### config.mk
export PLATFORM = sky130hd
export DESIGN_NAME = matmul_sequencer
export DESIGN_NICKNAME = d
export VERILOG_FILES = /design/src/rtl/matmul_pkg.sv /design/src/rtl/matmul_mac.sv /design/src/rtl/matmul_sequencer.sv
export SDC_FILE = /design/constraint.sdc
export NUM_CORES = 1
export LEC_CHECK = 0
export CELL_PAD_IN_SITES_DETAIL_PLACEMENT = 0
export CELL_PAD_IN_SITES_GLOBAL_PLACEMENT = 1
export CORE_MARGIN = 5
export CORE_UTILIZATION = 34
export CTS_CLUSTER_SIZE = 40
export DETAILED_ROUTE_END_ITERATION = 8
export PLACE_DENSITY = 0.75
export SYNTH_ARGS = -nofsm -noshare
export SYNTH_HDL_FRONTEND = slang
export SYNTH_HIERARCHICAL = 1
export SYNTH_SLANG_ARGS = --single-unit
### constraint.sdc
create_clock -name CLOCK_50 -period 10.3 [get_ports CLOCK_50]
set_input_delay 2.06 -clock CLOCK_50 [delete_from_list [all_inputs] [get_ports CLOCK_50]]
set_output_delay 2.06 -clock CLOCK_50 [all_outputs]
set_load 0.01 [all_outputs]
### src/rtl/matmul_pkg.sv
// Shared constants and state encoding for the 3x3 matrix-product sequencer.
package matmul_pkg;

  localparam int N        = 3;
  localparam int W        = 8;
  localparam int PACKED_W = N * N * W;
  localparam int IDX_W    = $clog2(N);

  typedef enum logic [1:0] {
    IDLE = 2'd0,
    RUN  = 2'd1,
    DONE = 2'd2
  } state_t;

endpackage

### src/rtl/matmul_mac.sv
// Single shared multiply-accumulate: sum = (acc_in + a*b) mod 2^W.
module matmul_mac #(
  parameter int W = 8
) (
  input  logic [W-1:0] a,
  input  logic [W-1:0] b,
  input  logic [W-1:0] acc_in,
  output logic [W-1:0] sum
);

  logic [2*W-1:0] prod;

  // Full-width product, then a wrapping W-bit sum; only the low W bits matter.
  always_comb begin
    prod = a * b;
    sum  = acc_in + prod[W-1:0];
  end

endmodule

### src/rtl/matmul_sequencer.sv
// Sequential 3x3 matrix product: one MAC per clock through a shared multiplier.
module matmul_sequencer #(
  parameter int N = matmul_pkg::N,
  parameter int W = matmul_pkg::W
) (
  input  logic             CLOCK_50,
  input  logic             reset,
  input  logic             start,
  input  logic [N*N*W-1:0] niz1,
  input  logic [N*N*W-1:0] niz2,
  output logic [N*N*W-1:0] niz,
  output logic             busy,
  output logic             done,
  output logic             result_valid
);

  import matmul_pkg::*;

  localparam int            IW   = (N > 1) ? $clog2(N) : 1;
  localparam logic [IW-1:0] LAST = IW'(N - 1);

  state_t           state_q, state_d;
  logic [N*N*W-1:0] a_q, b_q, niz_q;
  logic [W-1:0]     acc_q;
  logic [IW-1:0]    i_q, j_q, l_q;
  logic             rv_q;
  logic [W-1:0]     a_el, b_el, sum;
  logic             accept, last_l, last_el;

  assign niz          = niz_q;
  assign result_valid = rv_q;
  assign last_l       = (l_q == LAST);
  assign last_el      = last_l && (j_q == LAST) && (i_q == LAST);

  // Select A[i][l] and B[l][j] from the latched operand copies.
  always_comb begin
    a_el = a_q[(int'(i_q) * N + int'(l_q)) * W +: W];
    b_el = b_q[(int'(l_q) * N + int'(j_q)) * W +: W];
  end

  matmul_mac #(.W(W)) u_mac (
    .a      (a_el),
    .b      (b_el),
    .acc_in (acc_q),
    .sum    (sum)
  );

  // Next-state and control outputs.
  always_comb begin
    // NOTE: every output gets a default first so no path leaves a latch behind.
    state_d = state_q;
    busy    = 1'b0;
    done    = 1'b0;
    accept  = 1'b0;
    unique case (state_q)
      IDLE: begin
        if (start) begin
          accept  = 1'b1;
          state_d = RUN;
        end
      end
      RUN: begin
        busy = 1'b1;
        if (last_el) state_d = DONE;
      end
      DONE: begin
        done = 1'b1;
        // A start in the DONE cycle is the earliest back-to-back restart.
        if (start) begin
          accept  = 1'b1;
          state_d = RUN;
        end else begin
          state_d = IDLE;
        end
      end
      default: state_d = IDLE;
    endcase
  end

  // State register.
  always_ff @(posedge CLOCK_50) begin
    // NOTE: non-blocking assignments so every register samples pre-edge values.
    if (reset) state_q <= IDLE;
    else       state_q <= state_d;
  end

  // Operand latch, index counters, accumulator and result write-back.
  always_ff @(posedge CLOCK_50) begin
    if (reset) begin
      // NOTE: operand and result registers are cleared too, so an aborted run leaves zeros.
      a_q   <= '0;
      b_q   <= '0;
      niz_q <= '0;
      acc_q <= '0;
      i_q   <= '0;
      j_q   <= '0;
      l_q   <= '0;
      rv_q  <= 1'b0;
    end else if (accept) begin
      a_q   <= niz1;
      b_q   <= niz2;
      acc_q <= '0;
      i_q   <= '0;
      j_q   <= '0;
      l_q   <= '0;
      rv_q  <= 1'b0;
    end else if (state_q == RUN) begin
      if (!last_l) begin
        acc_q <= sum;
        l_q   <= l_q + IW'(1);
      end else begin
        niz_q[(int'(i_q) * N + int'(j_q)) * W +: W] <= sum;
        acc_q <= '0;
        l_q   <= '0;
        if (j_q == LAST) begin
          j_q <= '0;
          i_q <= (i_q == LAST) ? '0 : i_q + IW'(1);
        end else begin
          j_q <= j_q + IW'(1);
        end
        // Valid together with the DONE cycle, once the final element lands.
        if (last_el) rv_q <= 1'b1;
      end
    end
  end

endmodule

==> impl_metrics.tcl <==
set metrics [dict create \
    run_status "finished, final reports clean" \
    design_power_total_mw 2.245 \
    placedInstanceArea_um2 13700 \
    worstSetupStartpointType "flip-flop" \
    antenna_found_initial 1 \
    slew_headroom_pct 17.49 \
    port_buffers 221 \
    core_region_area_um2 32540 \
    timing.setup.tns_ns 0 \
    ios 222 \
    rsz0062_at_grt "false" \
    final.setup.worst_slack_ns 2.910 \
    reg2reg_from "i_q[0]$_SDFFE_PP0P_" \
    design.final.nets 1670 \
    slew_at_the_pin_closest_to_its_max_slew_limit_ns 1.229 \
    die_w_um 191.7 \
    cts_post_setup_buffers_inserted 0 \
    share_of_flip_flops_with_an_asynchronous_set_or_reset_after_synthesis_pct 0 \
    worstPathArrival_ns 7.84 \
    layout.area.seq_um2 4664 \
    syn_nets 1496 \
    max_freq_mhz 135.3 \
    num_antenna_cells 0 \
    tritoncts.num_buffers 27 \
    dr_total_vias 9249 \
    worstHoldPathType "reg -> reg" \
    initial_core_util_pct 34.51 \
    report.final.setup_viol 0 \
    vertical_die_dimension_um 191.7 \
    antenna_left 0 \
    cts_tree "yes" \
    worstPathCellList "inv_1 -> ha_1 -> inv_1 -> fa_1 -> nor3b_1 -> a31oi_1 -> nor2_1 -> nand2_1 -> fa_1 -> inv_1 -> ha_1 -> ha_1 -> fa_1 -> ha_1 -> inv_1 -> fa_1 -> inv_1 -> a21o_1 -> a21oi_1 -> xnor2_2 -> xnor2_1 -> and2_1 -> mux2i_1 -> nor2_1" \
    power.ir.vdd_worst_mv 0.1056 \
    max-cap-violations 0 \
    fin_clk_skew_ns 0.007000 \
    first_pass_grt_wire_length_um 50140 \
    postLayoutCellArea_um2 14680 \
    synth_top_family_by_area "simple AND/OR/NAND/NOR gates" \
    cts_max_path_buffers 3 \
    pwr_density_cell_nw_per_um2 153.0 \
    post_cts_resize_count 0 \
    xor_and_xnor_fraction_of_the_mapped_netlist_area_pct 2.084 \
    flow.area_growth_from_synthesis_pct 30.73 \
    post-route-period-util_pct 71.75 \
    grt_remaining_overflow 0 \
    dp_worst_setup_slack_ns 2.908 \
    crit_required_ns 10.76 \
    vias_per_cell 4.795 \
    syn_area_um2 11230 \
    total_global_route_track_usage_pct 16.77 \
    clock-sinks 233 \
    post_synth_num_cell_types 55 \
    synthSimpleGateAreaFrac_pct 21.36 \
    remaining_drc_errors 0 \
    crit_start "i_q[0]$_SDFFE_PP0P_" \
    syn-mean-instance-area_um2 8.676 \
    timing_worst_setup_path_type "reg -> reg" \
    post-route-min-period_ns 7.390 \
    synth_compound_gate_area_share_pct 11.17 \
    worstSkewPairLatency_ns 0.53 \
    worst_path_max_delay_cell "sky130_fd_sc_hd__fa_1" \
    avgRoutedWirePerCell_um 16.24 \
    row_count 66 \
    hp-start "a_q[39]$_SDFFE_PP0P_" \
    grt_start_max_net_pins 117 \
    clk_pin_slew_worst_paths_ns 0.06 \
    first_global_vias 9369 \
    postSynth.topFlopCell "sky130_fd_sc_hd__dfxtp_1" \
    drt_pre_antenna_iters 4 \
    crit_path_frequent_cell "sky130_fd_sc_hd__inv_1" \
    kind_of_capture_point_of_the_worst_setup_path "flip-flop" \
    multi_input_comb_area_um2 6048 \
    worst-path-max-fanout 17 \
    fillCellCount 3316 \
    drive_above_1_share_pct 8.137 \
    cts-root-buf "sky130_fd_sc_hd__clkbuf_16" \
    number_of_enable_flip_flop_cells_after_synthesis 0 \
    post_cts_hold_buffer_count 0 \
    yosys_warnings 6 \
    h_tree_levels 1 \
    drt_first_iter_violations 484 \
    yosys_register_bits 233 \
    power_leakage_nw 5.497 \
    timing.final.hold_violations 0 \
    post_synth_mux_area_share_pct 11.52 \
    count_of_final_max_slew_check_failures 0 \
    wirelength_um 31330 \
    floorplan.die_area_um2 36750 \
    synth.yosys.seq_area_share_pct 41.55 \
    gp_congestion 0.8315 \
    timing.critical_path.slowest_cell_delay_ns 1.15 \
    dp.final_hpwl_um 22380 \
    netlist_instances 1294 \
    yosys.area_share.adder_pct 7.601 \
]
==> cell usage in the layout, fill, tap and decap left out, types with 6 or more instances in the layout <==
cell type | Yosys | routed
sky130_fd_sc_hd__bufinv_16 | 0 | 6
sky130_fd_sc_hd__clkdlybuf4s50_1 | 0 | 220
sky130_fd_sc_hd__o21ai_0 | 19 | 19
sky130_fd_sc_hd__dfxtp_1 | 233 | 233
sky130_fd_sc_hd__and2_1 | 22 | 22
sky130_fd_sc_hd__mux2_2 | 8 | 8
sky130_fd_sc_hd__mux4_2 | 32 | 32
sky130_fd_sc_hd__nand3_1 | 10 | 10
sky130_fd_sc_hd__ha_1 | 33 | 33
sky130_fd_sc_hd__a22o_1 | 8 | 8
sky130_fd_sc_hd__xnor2_1 | 20 | 20
sky130_fd_sc_hd__a21oi_1 | 170 | 170
sky130_fd_sc_hd__nand2_1 | 357 | 357
sky130_fd_sc_hd__o21ai_1 | 9 | 9
sky130_fd_sc_hd__nand3b_1 | 17 | 17
sky130_fd_sc_hd__nor2b_1 | 11 | 10
sky130_fd_sc_hd__buf_4 | 0 | 6
sky130_fd_sc_hd__clkbuf_8 | 0 | 6
sky130_fd_sc_hd__inv_1 | 46 | 46
sky130_fd_sc_hd__o21ai_2 | 8 | 8
sky130_fd_sc_hd__nor2_1 | 53 | 53
sky130_fd_sc_hd__mux2i_1 | 46 | 46
sky130_fd_sc_hd__nand2b_1 | 30 | 29
sky130_fd_sc_hd__clkbuf_16 | 0 | 27
sky130_fd_sc_hd__fa_1 | 22 | 22
sky130_fd_sc_hd__a31oi_1 | 8 | 8
==> sequential cells by signal (all words and copies together) (netlist names) <==
signal and flops:
a_q 72, acc_q 8, b_q 72, i_q 2
j_q 2, l_q 2, niz 72, result_valid 1
state_q 2
==> cell usage after synthesis, types with 6 or more instances <==
library cell,instances,area [um2]
sky130_fd_sc_hd__clkbuf_1,62,232.7
sky130_fd_sc_hd__ha_1,33,412.9
sky130_fd_sc_hd__fa_1,22,440.4
sky130_fd_sc_hd__nand3_1,10,50.05
sky130_fd_sc_hd__mux2i_1,46,460.4
sky130_fd_sc_hd__buf_2,8,40.04
sky130_fd_sc_hd__and2_1,22,137.6
sky130_fd_sc_hd__mux2_2,8,90.09
sky130_fd_sc_hd__o21ai_2,8,70.07
sky130_fd_sc_hd__a22o_1,8,70.07
sky130_fd_sc_hd__o21ai_0,19,95.09
sky130_fd_sc_hd__o21ai_1,9,45.04
sky130_fd_sc_hd__dfxtp_1,233,4664
sky130_fd_sc_hd__xnor2_1,20,175.2
sky130_fd_sc_hd__nand2b_1,30,187.7
sky130_fd_sc_hd__a31oi_1,8,50.05
sky130_fd_sc_hd__mux4_2,32,720.7
sky130_fd_sc_hd__nand3b_1,17,127.6
sky130_fd_sc_hd__inv_1,46,172.7
sky130_fd_sc_hd__nor2_1,53,198.9
sky130_fd_sc_hd__a21oi_1,170,850.8
sky130_fd_sc_hd__nand2_1,357,1340
sky130_fd_sc_hd__buf_1,6,22.52
sky130_fd_sc_hd__nor2b_1,11,68.82
==> critical path, delay by kind of cell, from the launching register on <==
kind / cells / cell delay, ns
fa+ha+maj: 8 / 3.77
simple gates: 5 / 1.64
xor+xnor: 2 / 0.63
flops: 1 / 0.44
buf+inv: 5 / 0.37
compound gates: 3 / 0.36
mux: 1 / 0.09
==> final timing paths <==
kind | to | slack, ns | cells after the start
worst min register to register | a_q[39]$_SDFFE_PP0P_ | 0.45 | 2
worst min-delay path | a_q[39]$_SDFFE_PP0P_ | 0.45 | 2
worst max register to register | niz[47]$_SDFFE_PP0P_ | 2.91 | 24
worst max-delay path | niz[47]$_SDFFE_PP0P_ | 2.91 | 24
==> layout make-up <==
class,instances,share of cell area [%]
Clock inverter,10,1.381
Sequential cell,233,31.78
Clock buffer,38,5.294
Multi-Input combinational cell,933,41.21
Timing Repair Buffer,227,15.39
Inverter,46,1.176
Tap cell,442,3.768
==> stage by stage <==
stage / std cells / hold WS, ns / util (%)
2_1_floorplan: 1294 / 0.4319 / -
3_3_place_gp: 1881 / 0.4398 / 42.10
3_5_place_dp: 1881 / 0.4435 / 42.10
4_1_cts: 1929 / 0.4514 / 45.11
5_1_grt: 1929 / 0.4640 / 45.11
6_report: 1929 / 0.4501 / 45.11
==> cells by family after synthesis <==
family,after synthesis
simple gates,535
flops,233
compound gates,231
buf+inv,128
mux,87
fa+ha+maj,55
xor+xnor,25
==> power by group <==
group | switching, mW | total [mW] | internal (mW)
clock | 0.381 | 1.05 | 0.672
sequential | 0.0182 | 0.955 | 0.937
combinational | 0.125 | 0.238 | 0.113
total | 0.523 | 2.25 | 1.72
==> metal layers <==
layer	global-route usage, %	routed length [um]	part of all wire, %	vias up
met4	2.818	461	1.5	2
met1	22.85	14260	46	4365
met3	3.217	1630	5.2	41
met5	0	15	0.048	-
li1	-	-	-	4645
met2	28.17	14960	48	196
Power figures use the tool's default switching activity.
